$ cat config.mk
export PLATFORM = sky130hd
export DESIGN_NAME = control_sequencer
export DESIGN_NICKNAME = d
export VERILOG_FILES = /design/src/rtl/xdn_pkg.sv /design/src/rtl/microcode_decoder.sv /design/src/rtl/control_sequencer.sv
export SDC_FILE = /design/constraint.sdc
export NUM_CORES = 1
export LEC_CHECK = 0
export BUFFER_PORTS_ARGS = -buffer_cell sky130_fd_sc_hd__buf_4
export CORE_UTILIZATION = 39
export DETAILED_ROUTE_END_ITERATION = 10
export PLACE_DENSITY = 0.73
export SYNTH_ARGS = -nofsm -noshare
export SYNTH_HDL_FRONTEND = slang
export SYNTH_SLANG_ARGS = --single-unit
$ cat constraint.sdc
create_clock -name i_CLOCK -period 1.8 [get_ports i_CLOCK]
set_input_delay 0.36 -clock i_CLOCK [delete_from_list [all_inputs] [get_ports i_CLOCK]]
set_output_delay 0.36 -clock i_CLOCK [all_outputs]
set_load 0.03 [all_outputs]
$ cat src/rtl/xdn_pkg.sv
// Shared constants for the XDN 8-bit CPU control path: opcodes, micro-step
// encodings and control-word bit positions.
package xdn_pkg;

    localparam int DATA_WIDTH    = 8;
    localparam int ADDRESS_WIDTH = 4;
    localparam int OPCODE_WIDTH  = DATA_WIDTH / 2;

    localparam logic [3:0] OP_NOP = 4'h0;
    localparam logic [3:0] OP_LDA = 4'h1;
    localparam logic [3:0] OP_ADD = 4'h2;
    localparam logic [3:0] OP_SUB = 4'h3;
    localparam logic [3:0] OP_STA = 4'h4;
    localparam logic [3:0] OP_LDI = 4'h5;
    localparam logic [3:0] OP_JMP = 4'h6;
    localparam logic [3:0] OP_JC  = 4'h7;
    localparam logic [3:0] OP_JZ  = 4'h8;
    localparam logic [3:0] OP_OUT = 4'hE;
    localparam logic [3:0] OP_HLT = 4'hF;

    typedef enum logic [2:0] {
        T0 = 3'd0,
        T1 = 3'd1,
        T2 = 3'd2,
        T3 = 3'd3,
        T4 = 3'd4
    } step_t;

    // Control word bits are active-high; the top converts to port polarity.
    localparam int CW_PC_CE    = 0;
    localparam int CW_PC_JUMP  = 1;
    localparam int CW_PC_OUT   = 2;
    localparam int CW_A_IN     = 3;
    localparam int CW_A_OUT    = 4;
    localparam int CW_B_IN     = 5;
    localparam int CW_B_OUT    = 6;
    localparam int CW_IR_IN    = 7;
    localparam int CW_IR_OUT   = 8;
    localparam int CW_ALU_OUT  = 9;
    localparam int CW_ALU_SUB  = 10;
    localparam int CW_FLAGS_UP = 11;
    localparam int CW_MAR_IN   = 12;
    localparam int CW_RAM_IN   = 13;
    localparam int CW_RAM_OUT  = 14;
    localparam int CW_OUT_IN   = 15;
    localparam int CW_WIDTH    = 16;

    typedef logic [CW_WIDTH-1:0] ctrl_word_t;

endpackage

$ cat src/rtl/microcode_decoder.sv
// Combinational microcode ROM: (opcode, step, flags) -> control word,
// last-step marker and halt request.
module microcode_decoder
    import xdn_pkg::*;
#(
    parameter int OPCODE_WIDTH = xdn_pkg::OPCODE_WIDTH
) (
    input  logic [OPCODE_WIDTH-1:0] opcode,
    input  step_t                   step,
    input  logic                    zero_flag,
    input  logic                    carry_flag,
    output ctrl_word_t              ctrl,
    output logic                    last_step,
    output logic                    halt_req
);

    always_comb begin
        ctrl      = '0;
        last_step = 1'b0;
        halt_req  = 1'b0;
        case (step)
            T0: begin
                ctrl[CW_PC_OUT] = 1'b1;
                ctrl[CW_MAR_IN] = 1'b1;
            end
            T1: begin
                ctrl[CW_RAM_OUT] = 1'b1;
                ctrl[CW_IR_IN]   = 1'b1;
                ctrl[CW_PC_CE]   = 1'b1;
            end
            T2: begin
                last_step = 1'b1;
                case (opcode)
                    OP_LDA, OP_ADD, OP_SUB, OP_STA: begin
                        ctrl[CW_IR_OUT] = 1'b1;
                        ctrl[CW_MAR_IN] = 1'b1;
                        last_step       = 1'b0;
                    end
                    OP_LDI: begin
                        ctrl[CW_IR_OUT] = 1'b1;
                        ctrl[CW_A_IN]   = 1'b1;
                    end
                    OP_JMP: begin
                        ctrl[CW_IR_OUT]  = 1'b1;
                        ctrl[CW_PC_JUMP] = 1'b1;
                    end
                    OP_JC: begin
                        ctrl[CW_IR_OUT]  = carry_flag;
                        ctrl[CW_PC_JUMP] = carry_flag;
                    end
                    OP_JZ: begin
                        ctrl[CW_IR_OUT]  = zero_flag;
                        ctrl[CW_PC_JUMP] = zero_flag;
                    end
                    OP_OUT: begin
                        ctrl[CW_A_OUT]  = 1'b1;
                        ctrl[CW_OUT_IN] = 1'b1;
                    end
                    OP_HLT: halt_req = 1'b1;
                    default: ;
                endcase
            end
            T3: begin
                last_step = 1'b1;
                case (opcode)
                    OP_LDA: begin
                        ctrl[CW_RAM_OUT] = 1'b1;
                        ctrl[CW_A_IN]    = 1'b1;
                    end
                    OP_ADD, OP_SUB: begin
                        ctrl[CW_RAM_OUT] = 1'b1;
                        ctrl[CW_B_IN]    = 1'b1;
                        last_step        = 1'b0;
                    end
                    OP_STA: begin
                        ctrl[CW_A_OUT]  = 1'b1;
                        ctrl[CW_RAM_IN] = 1'b1;
                    end
                    default: ;
                endcase
            end
            T4: begin
                last_step = 1'b1;
                if (opcode == OP_ADD || opcode == OP_SUB) begin
                    ctrl[CW_ALU_OUT]  = 1'b1;
                    ctrl[CW_A_IN]     = 1'b1;
                    ctrl[CW_FLAGS_UP] = 1'b1;
                    ctrl[CW_ALU_SUB]  = (opcode == OP_SUB);
                end
            end
            // Unused encodings fall back to T0 on the next edge.
            default: last_step = 1'b1;
        endcase
    end

endmodule

$ cat src/rtl/control_sequencer.sv
// XDN CPU micro-step sequencer: step counter, halted flag, clear override
// and unpacking of the microcode word onto the datapath strobes.
//
// state | meaning
// T0    | fetch: PC -> MAR
// T1    | fetch: RAM -> IR, PC increments
// T2-T4 | execute micro-steps, length depends on opcode
// (halted flag) | counter frozen at T2, all strobes idle until clear
module control_sequencer
    import xdn_pkg::*;
#(
    parameter int DATA_WIDTH = xdn_pkg::DATA_WIDTH
) (
    input  logic                    i_CLOCK,
    input  logic                    i_CLEAR,
    input  logic [DATA_WIDTH/2-1:0] i_IR_DATA,
    input  logic                    i_ZERO_FLAG,
    input  logic                    i_CARRY_FLAG,
    output logic                    o_PC_COUNT_ENABLE,
    output logic                    o_PC_JUMP_n,
    output logic                    o_PC_WRITE_BUS_n,
    output logic                    o_A_READ_BUS_n,
    output logic                    o_A_WRITE_BUS_n,
    output logic                    o_B_READ_BUS_n,
    output logic                    o_B_WRITE_BUS_n,
    output logic                    o_IR_READ_BUS_n,
    output logic                    o_IR_WRITE_BUS_n,
    output logic                    o_ALU_WRITE_BUS_n,
    output logic                    o_ALU_SUBTRACT,
    output logic                    o_FLAGS_UPDATE_n,
    output logic                    o_MAR_READ_BUS_n,
    output logic                    o_RAM_READ_BUS,
    output logic                    o_RAM_WRITE_BUS_n,
    output logic                    o_OUT_READ_BUS,
    output logic                    o_HALT,
    output logic [2:0]              o_STEP
);

    step_t      step, step_next;
    logic       halted, halted_next;
    ctrl_word_t ctrl, ctrl_act;
    logic       last_step, halt_req;

    microcode_decoder #(.OPCODE_WIDTH(DATA_WIDTH/2)) u_decoder (
        .opcode     (i_IR_DATA),
        .step       (step),
        .zero_flag  (i_ZERO_FLAG),
        .carry_flag (i_CARRY_FLAG),
        .ctrl       (ctrl),
        .last_step  (last_step),
        .halt_req   (halt_req)
    );

    always_ff @(posedge i_CLOCK) begin
        if (i_CLEAR) begin
            step   <= T0;
            halted <= 1'b0;
        end else begin
            step   <= step_next;
            halted <= halted_next;
        end
    end

    // HLT keeps the counter parked at T2 so the LEDs show where it stopped.
    always_comb begin
        step_next   = step;
        halted_next = halted;
        if (!halted) begin
            if (halt_req)
                halted_next = 1'b1;
            else if (last_step)
                step_next = T0;
            else
                step_next = step_t'(step + 3'd1);
        end
    end

    assign ctrl_act = (i_CLEAR || halted) ? '0 : ctrl;

    assign o_PC_COUNT_ENABLE = ctrl_act[CW_PC_CE];
    assign o_PC_JUMP_n       = ~ctrl_act[CW_PC_JUMP];
    assign o_PC_WRITE_BUS_n  = ~ctrl_act[CW_PC_OUT];
    assign o_A_READ_BUS_n    = ~ctrl_act[CW_A_IN];
    assign o_A_WRITE_BUS_n   = ~ctrl_act[CW_A_OUT];
    assign o_B_READ_BUS_n    = ~ctrl_act[CW_B_IN];
    assign o_B_WRITE_BUS_n   = ~ctrl_act[CW_B_OUT];
    assign o_IR_READ_BUS_n   = ~ctrl_act[CW_IR_IN];
    assign o_IR_WRITE_BUS_n  = ~ctrl_act[CW_IR_OUT];
    assign o_ALU_WRITE_BUS_n = ~ctrl_act[CW_ALU_OUT];
    assign o_ALU_SUBTRACT    = ctrl_act[CW_ALU_SUB];
    assign o_FLAGS_UPDATE_n  = ~ctrl_act[CW_FLAGS_UP];
    assign o_MAR_READ_BUS_n  = ~ctrl_act[CW_MAR_IN];
    assign o_RAM_READ_BUS    = ctrl_act[CW_RAM_IN];
    assign o_RAM_WRITE_BUS_n = ~ctrl_act[CW_RAM_OUT];
    assign o_OUT_READ_BUS    = ctrl_act[CW_OUT_IN];
    assign o_HALT            = halted & ~i_CLEAR;
    assign o_STEP            = i_CLEAR ? 3'd0 : step;

endmodule

---- Yosys cells after proc, flatten, opt, wreduce, memory -nomap -nowiden ----
Cells that the tools add are included.
storage, ports and cells
  memory bits (writable) .................. 0
  memories kept ........................... 0
  output and inout port bits .............. 20
  register bits ........................... 4
  logic and storage cells ................. 75
  bits in latches ......................... 0
  bits in read-only memories .............. 0
cells by class
  add/sub/neg operators ................... 1
  multipliers ............................. 0
  shifts and indexed selects .............. 0
  divide/modulo/power cells ............... 0
  eq/ne operators ......................... 14
  bitwise gates (word level) .............. 16
  multiplexer cells ....................... 33
  $lt $le $gt $ge ......................... 0
  reduce and logical (&&, ||, !) cells .... 9
operators with widths
  cell                                                 number
  2-to-1 mux 1 bit                                     21
  equality test 4 x 3 -> 1 bit, second input constant  4
  2-to-1 mux 16 bit                                    1
  NOT 1 bit                                            15
  equality test 4 bit, second input constant           3
  2-to-1 mux 3 bit                                     4
  case mux 1 bit (3 select lines)                      4
  equality test 4 x 2 -> 1 bit, second input constant  2
  equality test 3 x 2 -> 1 bit, second input constant  2
  case mux 1 bit (2 select lines)                      3
  OR reduction 6 bit                                   1
  equality test 4 x 1 -> 1 bit, second input constant  1
  OR reduction 2 bit                                   2
  OR reduction 4 bit                                   1
  adder 3 x 1 -> 3 bit, second input constant          1
  equality test 3 x 1 -> 1 bit, second input constant  1
  equality test 3 bit, second input constant           1
  zero test 3 bit                                      1
  OR reduction 3 bit                                   1
  logical OR 1 bit                                     2
  AND reduction 2 bit                                  1
  bitwise AND 1 bit                                    1

---- Depth between registers and ports, before layout ----
Gate-level depths: netlist (run 1).
  word-level depth ........................ 6
  mapped depth ............................ 6
  gate-level depth less buffers ........... 6

---- Hierarchy ----
From an unflattened synthesis (run 1), not the netlist that was laid out.
unflattened totals
  cells, all modules ...................... 91
  area, all modules ....................... 619.3 um^2
by module, submodules not included
  module             seq. area each (um^2)  area each (um^2)  cells an instance  times used
  microcode_decoder  0.0                    314.1             50                 1
  control_sequencer  80.1                   305.3             41                 1

---- Worst setup path after synthesis (run 1) ----
OpenSTA, ideal clock, no wires.
  kind .................................... register to output
  start point ............................. register step[0]
  end point ............................... output o_A_WRITE_BUS_n
  data required time ...................... 1.440 ns
  cell stages (with the launch flop) ...... 6
  path buffers ............................ 0
  path slack .............................. -0.513 ns
  data arrival time ....................... 1.953 ns
  cells stage by stage .................... dfxtp_1 inv_1 ha_1 nand2_1 nor3_1 o211ai_1
between the ends
  cells in the longest elaborated chain, start to end .. 4
ends and longest elaborated chain
  item                                 line                     RTL
  start: declaration                   control_sequencer.sv:39  step_t step, step_next;
  start signal: assignment             control_sequencer.sv:59  step <= step_next;
  equality test 3 x 2 -> 1 bit         microcode_decoder.sv:21  case (step)
  case mux 1 bit (2 select lines) (*)  microcode_decoder.sv:21
  2-to-1 mux 16 bit (*)                control_sequencer.sv:78  assign ctrl_act = (i_CLEAR || halted) ? '0 : ctrl;
  NOT 1 bit (*)                        control_sequencer.sv:84  assign o_A_WRITE_BUS_n = ~ctrl_act[CW_A_OUT];
  end: declaration                     control_sequencer.sv:23  output logic o_A_WRITE_BUS_n,
Every way passes the cells marked *; elsewhere a longest branch is shown, timed or not.

---- Worst setup path in the final report (run 1) ----
  start point ............................. register step[1]
  end point ............................... output o_A_READ_BUS_n
between the ends
  cells in the longest elaborated chain, start to end .. 4
ends and longest elaborated chain
  item                                                                 line                     RTL
  equality test 3 bit or equality test 3 x 2 -> 1 bit (tied branches)  microcode_decoder.sv:21
  case mux 1 bit (3 select lines) (*)                                  microcode_decoder.sv:21
  2-to-1 mux 16 bit (*)                                                control_sequencer.sv:78
  NOT 1 bit (*)                                                        control_sequencer.sv:83  assign o_A_READ_BUS_n = ~ctrl_act[CW_A_IN];
  end: declaration                                                     control_sequencer.sv:22  output logic o_A_READ_BUS_n,
Marked as above.

==> results of run 1 <==
-- sequential cells by signal (all words and copies together), names as in the netlist --
signal / flops
step: 3
halted: 1
-- cells by family after synthesis --
family                   Yosys count  share of synthesized area
flip-flops                         4                      0.149
buffers and inverters             12                      0.109
other                              1                    0.00697
AO/OA/AOI/OAI                     19                      0.237
AND/OR/NAND/NOR                   35                      0.365
adder cells (fa/ha/maj)            5                      0.116
XOR/XNOR                           1                     0.0163
-- worst max-delay path, stage by stage, from the launching register on --
cell and delay (ns):
dfxtp_4 0.36, ha_4 0.15, ha_4 0.13, nor2b_4 0.14, buf_6 0.10, a31oi_1 0.04
o31ai_1 0.25, o2111ai_1 0.15, buf_4 0.19
-- report_power, final --
part           leakage (nW)  switching, mW  internal [mW]
logic                 0.447          0.495          0.477
clock network        0.0138         0.0295         0.0741
registers            0.0341         0.0339          0.128
total                 0.495          0.558          0.680
-- repair_timing --
| action | 4_1_cts | 5_1_grt |
|---|---|---|
| pin swaps | 7 | 5 |
| endpoints found under the setup margin | 9 | 10 |
| gates resized for setup | 24 | 11 |
| setup buffers | 7 | 8 |
-- metal layers --
metal  vias to the layer above  global-route usage  share of wire
met5                         -                   0              0
met4                         0              0.0259          0.014
met3                         4              0.0231          0.043
met2                        38               0.554           0.53
met1                       382               0.347           0.42
li1                        372                   -              -
-- path summary, 6_finish.rpt --
path,from,end,slack [ns]
max,step[1]$_SDFFE_PP0P_,o_A_READ_BUS_n,-0.29
min,i_CLEAR,step[2]$_SDFFE_PP0P_,0.57
max reg2reg,step[1]$_SDFFE_PP0P_,step[2]$_SDFFE_PP0P_,0.15
min reg2reg,step[2]$_SDFFE_PP0P_,step[2]$_SDFFE_PP0P_,0.62
-- area by class of cell --
class                   count  area, sq um  area share
well taps                  15         18.8      0.0165
inverters                   7         33.8      0.0298
flip-flops and latches      4         86.3      0.0761
repair buffers             51          454       0.400
multi-input cells          61          519       0.458
clock buffers               3         22.5      0.0198
-- stage by stage --
stage	util	setup slack, ns	total power, mW
after floorplan	-	-0.0196	0.598
after global placement	0.707	-0.00585	0.866
after detailed placement	0.707	-0.0329	0.876
after CTS	0.833	-0.216	1.14
after global routing	0.883	-0.325	1.32
final	0.883	-0.290	1.24
-- cell usage in the layout (no fill, tap or decap), types with 2 or more instances in the layout --
cell type and instances:
o21ai_1 3, nand2_1 5, o21ai_0 3, nand2_2 3
a21oi_1 2, nor3_4 2, buf_6 19, a31oi_1 2
buf_4 32, ha_4 4, nand3_1 5, nor2b_1 2
inv_1 4, nor2_1 5, dfxtp_2 2, clkbuf_4 3
==> out/metrics.yaml, run 1 <==
power_and_ir_drop:
  p_leak_nw: 0.495
  powerDensity_nw_per_um2: 1090
  ir_drop_mv: 0.873
route:
  dr.pass1.iters: 4
  drtIter0Drc: 23
  routed_via_density: 5.65
  wl_per_cell_microns: 16.1
  wl_mm: 2.27
  drc: 0
  vias: 796
  antenna_left: 0
global_route:
  grt_pass1_vias: 686
  grt_pass1_wl_mm: 3.00
  grt_max_degree: 11
  antenna_found_initial: 0
  overflow: 0
  grt_usage: 0.287
job:
  timing.max_cap.violations: 0
setup_path:
  endpoint_kind: "primary output"
  r2r_cells: 8
  crit_arrival_ns: 1.73
  cp.required_ns: 1.44
  crit_path_start_kind: "flip-flop"
  critical_path_class: "reg -> out"
  worstPathMaxFanout: 2
yosys:
  synth_common_cells: "nand2_1, inv_1, nand3_1"
  synth.area.top_cells: "dfxtp_1, ha_1, nand3_1"
  yosysWarnings: 0
  syn_nets: 90
  synth_area_per_cell_sq_um: 6.99
  async_flop_share: 0
  synth_top_area_share: 0.149
  yosysUniqueCellTypes: 33
  ys_ff_latch: 4
  synth_ff_type: "dfxtp_1"
  synth-seq-area-share: 0.149
  yosysMostFrequentCell: "nand2_1"
  synth_area_leader_cell: "dfxtp_1"
  syn_area_sq_um: 538
  netlist_instances: 77
  synth-edff-count: 0
layout:
  fin_cells: 141
  fin_area_sq_um: 1130
  insertedDiodeCount: 0
  drive_above_1_share: 0.635
  syn_to_final_growth_pct: 111
  fill_cells: 67
  layout.nets: 141
timing:
  rsz0062_at_grt: "yes"
  setup_viol: 9
  hold_viol_final: 0
  timing.fmax_mhz: 478
  whs_ns: 0.575
  fin_crit_ns: 2.09
  setup_ws_ns: -0.290
  tns_ns: -1.04
  finalCritPeriodShare: 1.16
  clock_skew_ns: 0.00206
  slew_viol_final: 0
clock_tree:
  clockBufferDepth: 2
  cts_tree: "yes"
  postCtsHoldBufs: 0
  h-tree-depth: 1
  cts.sinks: 4
  cts_buffers: 3
  clock_latency_ns: 0.22
  cts_root_buffer: "clkbuf_4"
  clkTransAtPathRegs_ns: 0.04
place:
  hpwl_mm: 1.43
  place_inst: 126
  placed_area_sq_um: 908
  gp_congestion: 0.792
  port_buffers: 26
floorplanning:
  start_util: 0.419
  ioPinCount: 28
  die_area_sq_um: 1530
  die_h_microns: 39.1
  core_sq_um: 1280
  fp.dieW_microns: 39.1
  rows: 13
outcome:
  status: "finished with violations"
  violations: "setup timing"
hold_path:
  hold_path_depth: 4
  min_path_type: "in -> reg"
No activity file was read; power rests on OpenSTA's default activity.
==> run 2, diff against run 1 <==
--- a/config.mk
+++ b/config.mk
@@ -5,10 +5,10 @@
 export SDC_FILE = /design/constraint.sdc
 export NUM_CORES = 1
 export LEC_CHECK = 0
-export BUFFER_PORTS_ARGS = -buffer_cell sky130_fd_sc_hd__buf_4
-export CORE_UTILIZATION = 39
+export CORE_AREA = 2 2 39 41
 export DETAILED_ROUTE_END_ITERATION = 10
-export PLACE_DENSITY = 0.73
+export DIE_AREA = 0 0 41 43
+export DONT_BUFFER_PORTS = 1
 export SYNTH_ARGS = -nofsm -noshare
 export SYNTH_HDL_FRONTEND = slang
 export SYNTH_SLANG_ARGS = --single-unit
==> constraint.sdc (replaced) <==
create_clock -name i_CLOCK -period 2.1 [get_ports i_CLOCK]
set_input_delay 0.42 -clock i_CLOCK [delete_from_list [all_inputs] [get_ports i_CLOCK]]
set_output_delay 0.42 -clock i_CLOCK [all_outputs]
set_load 0.03 [all_outputs]
==> run 2 against run 1 <==
The flow now finishes without violations. Critical endpoint unchanged. Combinational power is 43% lower. Clock skew is 0.0018 ns lower. Largest cell class unchanged. Sequential cell count stayed put. Utilization is 34 points lower. Die area is 15% higher. Non-clock buffer count is 33 lower. Hold slack worse by 0.14 ns. Cell count is 23% lower. Count of clock-buffer cells in the layout stayed put. Wire length is 33% lower. Register-to-register slack better by 0.46 ns.
==> out/metrics.yaml, run 2 (synthesized netlist as in run 1, its figures left out) <==
timing:
  timing.slew.headroom: 0.618
  worst_pin_slew_ns: 0.571
  rsz0062_at_grt: "yes"
  finalCritPeriodShare: 0.992
  tns_ns: 0  # +1.04 ns
  setup_viol: 0  # -9
  timing.fmax_mhz: 480
  fin_crit_ns: 2.08
  clock_skew_ns: 0.000296  # -0.00177 ns
  hold_viol_final: 0  # unchanged
  slew_viol_final: 0  # unchanged
clock_tree:
  cts.sinks: 4  # unchanged
  clkTransAtPathRegs_ns: 0.03  # about the same
  cts_tree: "yes"
  clock_latency_ns: 0.23  # about the same
  h-tree-depth: 1  # unchanged
  cts_buffers: 3  # unchanged
  cts_root_buffer: "clkbuf_4"
  clockBufferDepth: 2  # unchanged
  postCtsHoldBufs: 0  # unchanged
setup_path:
  cp.required_ns: 1.68  # +0.24 ns
  crit_family: "buffers and inverters"
  cp_common_cell: "buf_4"
  worstPathMaxFanout: 4  # +2
  cpMaxStageDelayCell: "dfxtp_2"
  max_stage_delay_ns: 0.33  # -0.03 ns
  cp_num_buf_inv: 3  # +1
  critical_path_class: "reg -> out"
  critical_path.cell_chain: "buf_4 -> clkinvlp_4 -> ha_4 -> or3_1 -> o2111ai_1 -> buf_4"
  crit_arrival_ns: 1.66  # -0.07 ns
  endpoint_kind: "primary output"
  crit_path_start_kind: "flip-flop"
global_route:
  grt_pass1_wl_mm: 2.29  # -24%
  antenna_found_initial: 0  # unchanged
  grt_usage: 0.193  # -0.0937
  grt_pass1_vias: 526  # -23%
  overflow: 0  # unchanged
  grt_max_degree: 12  # +1
hold_path:
  min_path_type: "in -> reg"
layout:
  reg_top3: "step: 3 flops, halted: 1 flops"
  layout.nets: 108  # -23%
  largest_reg_flops: 3  # unchanged
  final_common_cell: "buf_4"
  syn_to_final_growth_pct: 40.2
  insertedDiodeCount: 0  # unchanged
  top_register: "step"
  drive_above_1_share: 0.387  # -0.248
  final_cell_mix: "buf_4, nand2_1, nand3_1, inv_1, nor2_1"
floorplanning:
  ioPinCount: 28  # unchanged
  core_sq_um: 1380  # +7.7%
  fp.dieW_microns: 41  # +4.8%
  die_h_microns: 43  # +9.9%
  die_area_sq_um: 1760  # +15%
  rows: 14  # +1
  start_util: 0.389  # -0.0299
route:
  routed_via_density: 5.47  # -3.1%
  antenna_left: 0  # unchanged
  vias: 596  # -25%
  drc: 0  # unchanged
  wl_mm: 1.53  # -33%
  drtIter0Drc: 7  # -70%
  dr.pass1.iters: 4  # unchanged
  wl_per_cell_microns: 14.1  # -13%
outcome:
  status: "finished, final reports clean"
power_and_ir_drop:
  p_leak_nw: 0.297  # -40%
  powerDensity_nw_per_um2: 1020  # -6.1%
  power.total_uw: 772  # -38%
  ir_drop_mv: 0.816  # -6.5%
place:
  gp_congestion: 0.783  # -1.0%
  hpwl_mm: 1.13  # -21%
  port_buffers: 0  # -100%
job:
  timing.max_cap.violations: 0  # unchanged
run 2: where the power goes:
| part | switching, mW | internal (mW) |
|---|---|---|
| Sequential | 0.0174 | 0.105 |
| Clock | 0.0289 | 0.0637 |
| Combinational | 0.330 | 0.228 |
| Total | 0.377 | 0.396 |
run 2: area by class of cell:
type / instances / area, sq um
fill: 132 / 629
sequential: 4 / 82.6
clock buffer: 3 / 22.5
timing repair buffer: 18 / 135
tap: 16 / 20.0
inverter: 7 / 30.0
multi-input combinational: 61 / 464
run 2: per-layer routing:
layer  up-vias  part of all wire  wire (microns)  GRT usage
met4         0             0.020              31      0.113
met3         4             0.022              34     0.0314
met5         -                 0               0          0
met1       276              0.43             662      0.236
met2        15              0.52             804      0.300
li1        301                 -               -          -
run 2: final timing paths:
| kind | start | endpoint | slack (ns) | cells past startpoint |
|---|---|---|---|---|
| hold reg to reg | step[0]$_SDFFE_PP0P_ | step[0]$_SDFFE_PP0P_ | 0.57 | 2 |
| setup / recovery | step[0]$_SDFFE_PP0P_ | o_A_READ_BUS_n | 0.02 | 6 |
| hold / removal | i_IR_DATA[0] | halted$_SDFF_PP0_ | 0.44 | 2 |
| setup reg to reg | step[0]$_SDFFE_PP0P_ | step[1]$_SDFFE_PP0P_ | 0.61 | 7 |
run 2: stage by stage:
| step | utilization | instances | hold slack [ns] | cell area (sq um) | setup slack, ns |
|---|---|---|---|---|---|
| 2_1_floorplan | - | 77 | 0.471 | 546 | 0.0295 |
| 3_5_place_dp | 0.472 | 104 | 0.499 | 653 | 0.0464 |
| 4_1_cts | 0.524 | 109 | 0.439 | 726 | 0.00119 |
| 6_report | 0.545 | 109 | 0.436 | 754 | 0.0178 |
| 3_3_place_gp | 0.472 | 104 | 0.490 | 653 | 0.0902 |
| 5_1_grt | 0.545 | 109 | 0.457 | 754 | -0.0607 |
run 2: worst reg2reg max path, stage by stage (launching register included):
cell and delay, ns:
dfxtp_2 0.33, buf_4 0.14, clkinvlp_4 0.14, ha_4 0.20, buf_4 0.15, o21ai_0 0.18
o211ai_2 0.15, o21ai_1 0.13
run 2: timing repair:
action | 4_1_cts | 5_1_grt
setup endpoints to repair | 2 | 5
hold endpoints to repair | 0 | 0
gates resized for setup | 9 | 5
pin swaps | 1 | 1
setup buffers | 2 | 0
==> run 3, diff against run 2 <==
--- a/config.mk
+++ b/config.mk
@@ -5,7 +5,9 @@
 export SDC_FILE = /design/constraint.sdc
 export NUM_CORES = 1
 export LEC_CHECK = 0
+export CAP_MARGIN = 10
 export CORE_AREA = 2 2 39 41
+export CTS_BUF_LIST = sky130_fd_sc_hd__clkbuf_2
 export DETAILED_ROUTE_END_ITERATION = 10
 export DIE_AREA = 0 0 41 43
 export DONT_BUFFER_PORTS = 1
==> run 3 against run 2 <==
Via count down 0.50%. Critical path depth unchanged. Sequential cell count unchanged. Count of clock-buffer cells in the layout unchanged. Cell area down 2.2%. First-iteration DRC count down 29%. Critical path type unchanged.
==> out/metrics.yaml, run 3 (synthesized netlist as in run 1, its figures left out) <==
job:
  timing.max_cap.violations: 0  # unchanged
route:
  drc: 0  # unchanged
  routed_via_density: 5.49  # +0.42%
  drtIter0Drc: 5  # -2
  wl_mm: 1.54  # +0.26%
  vias: 593  # -0.50%
  wl_per_cell_microns: 14.2  # +1.2%
  antenna_left: 0  # unchanged
  dr.pass1.iters: 4  # unchanged
setup_path:
  reg2reg_setup_slack_ns: 0.70  # +0.09 ns
  r2r_cells: 8  # +1
  critical_path_class: "reg -> out"
  crit_path_start_kind: "flip-flop"
  endpoint_kind: "primary output"
  worstPathMaxFanout: 5  # +1
  r2r_start: "step[0]$_SDFFE_PP0P_"
  r2r-end: "step[0]$_SDFFE_PP0P_"
  crit_arrival_ns: 1.65  # about the same
  cp.required_ns: 1.68  # about the same
layout:
  final_cell_mix: "buf_4, nand2_1, nand3_1, inv_1, nor2_1"
  layout.nets: 107  # -0.93%
  fin_cells: 108  # -0.92%
  largest_reg_flops: 3  # unchanged
  syn_to_final_growth_pct: 37.2
  final_common_cell: "buf_4"
  fill_cells: 132  # unchanged
  top_register: "step"
  drive_above_1_share: 0.380  # -0.00666
  insertedDiodeCount: 0  # unchanged
  reg_top3: "step: 3 flops, halted: 1 flops"
place:
  hpwl_mm: 1.13  # unchanged
  dp_slack_ns: 0.0464  # unchanged
  port_buffers: 0  # unchanged
  gp_congestion: 0.783  # unchanged
  place_inst: 104  # unchanged
power_and_ir_drop:
  ir_drop_mv: 0.575  # -30%
  powerDensity_nw_per_um2: 986  # -3.7%
  p_leak_nw: 0.291  # -1.9%
  power.total_uw: 728  # -5.8%
clock_tree:
  cts_tree: "yes"
  clock_latency_ns: 0.20  # -0.03 ns
  cts_root_buffer: "clkbuf_2"
  clkTransAtPathRegs_ns: 0.04  # about the same
  clockBufferDepth: 2  # unchanged
  h-tree-depth: 1  # unchanged
  cts.sinks: 4  # unchanged
  cts_buffers: 3  # unchanged
floorplanning:
  start_util: 0.389  # unchanged
  die_area_sq_um: 1760  # unchanged
  ioPinCount: 28  # unchanged
  rows: 14  # unchanged
  die_h_microns: 43  # unchanged
  core_sq_um: 1380  # unchanged
  fp.dieW_microns: 41  # unchanged
timing:
  setup_ws_ns: 0.0259  # +0.00811 ns
  slew_viol_final: 0  # unchanged
  fin_crit_ns: 2.07  # -0.00811 ns
  hold_viol_final: 0  # unchanged
  finalCritPeriodShare: 0.988  # -0.00386
  timing.fmax_mhz: 482  # +0.39%
  setup_viol: 0  # unchanged
  worst_pin_slew_ns: 0.543  # -0.0273 ns
  rsz0062_at_grt: "yes"
  clock_skew_ns: 0.000133  # -0.000163 ns
  timing.slew.headroom: 0.636  # +0.0183
global_route:
  grt_pass1_wl_mm: 2.10  # -8.1%
  grt_max_degree: 12  # unchanged
  antenna_found_initial: 0  # unchanged
  overflow: 0  # unchanged
  grt_usage: 0.176  # -0.0171
  grt_pass1_vias: 500  # -4.9%
hold_path:
  hold_path_depth: 2  # unchanged
  holdPathEnd: "halted$_SDFF_PP0_"
  min_path_type: "in -> reg"
  worstHoldStart: "i_IR_DATA[0]"
outcome:
  status: "finished, final reports clean"
-- run 3: changes by cell type in the layout (fill, tap and decap cells not counted) --
cell / previous run / this run
buf_4: 18 / 17
clkbuf_2: 0 / 3
clkbuf_4: 3 / 0
clkinvlp_4: 1 / 0
dfxtp_2: 2 / 1
dfxtp_4: 0 / 1
inv_2: 0 / 1
-- run 3: layout make-up --
type                       count  area (sq um)  share of cell area
clock buffer                   3          15.0              0.0203
sequential                     4          85.1               0.115
inverter                       7          26.3              0.0356
multi-input combinational     61           464               0.629
timing repair buffer          17           128               0.173
tap                           16          20.0              0.0271
-- run 3: per-stage QoR --
step | TNS [ns] | instance area, sq um | hold WS, ns | util
after floorplan | 0 | 546 | 0.471 | -
after global placement | 0 | 653 | 0.490 | 0.472
after detailed placement | 0 | 653 | 0.499 | 0.472
after CTS | 0 | 682 | 0.463 | 0.493
after global routing | -0.0953 | 738 | 0.474 | 0.533
final | 0 | 738 | 0.467 | 0.533
-- run 3: worst max-delay path by stage --
stage | to | depth (start not counted) | slack (ns) | start
6_report | o_RAM_WRITE_BUS_n | 6 | 0.03 | step[1]$_SDFFE_PP0P_
5_1_grt | o_RAM_WRITE_BUS_n | 6 | -0.06 | step[1]$_SDFFE_PP0P_
4_1_cts | o_RAM_WRITE_BUS_n | 6 | 0.006 | step[1]$_SDFFE_PP0P_
3_3_place_gp | o_RAM_WRITE_BUS_n | 6 | 0.09 | step[1]$_SDFFE_PP0P_
2_1_floorplan | o_A_WRITE_BUS_n | 4 | 0.03 | i_IR_DATA[3]
3_5_place_dp | o_RAM_WRITE_BUS_n | 6 | 0.05 | step[1]$_SDFFE_PP0P_
-- run 3: power breakdown --
part	leakage [nW]	internal, mW	switching, mW
sequential	0.0336	0.109	0.0312
clock	0.0125	0.0384	0.0282
combinational	0.245	0.208	0.313
total	0.291	0.355	0.372
-- run 3: layer usage --
metal | global-route usage | routed length [microns] | vias up
met5 | 0 | 0 | -
li1 | - | - | 300
met4 | 0.0867 | 18 | 0
met1 | 0.223 | 659 | 280
met2 | 0.272 | 813 | 11
met3 | 0.0314 | 44 | 2
-- run 3: critical path: stages (launching register included) --
cell and delay, ns:
dfxtp_4 0.37, ha_4 0.15, ha_4 0.12, nor2b_4 0.14, nor3b_2 0.16, a21oi_1 0.06
or3_4 0.45
-- run 3: what timing repair did --
action,4_1_cts,5_1_grt
hold buffers,0,0
setup buffers,0,1
pin swaps,0,1
endpoints found under the setup margin,2,4
resized for setup,4,11
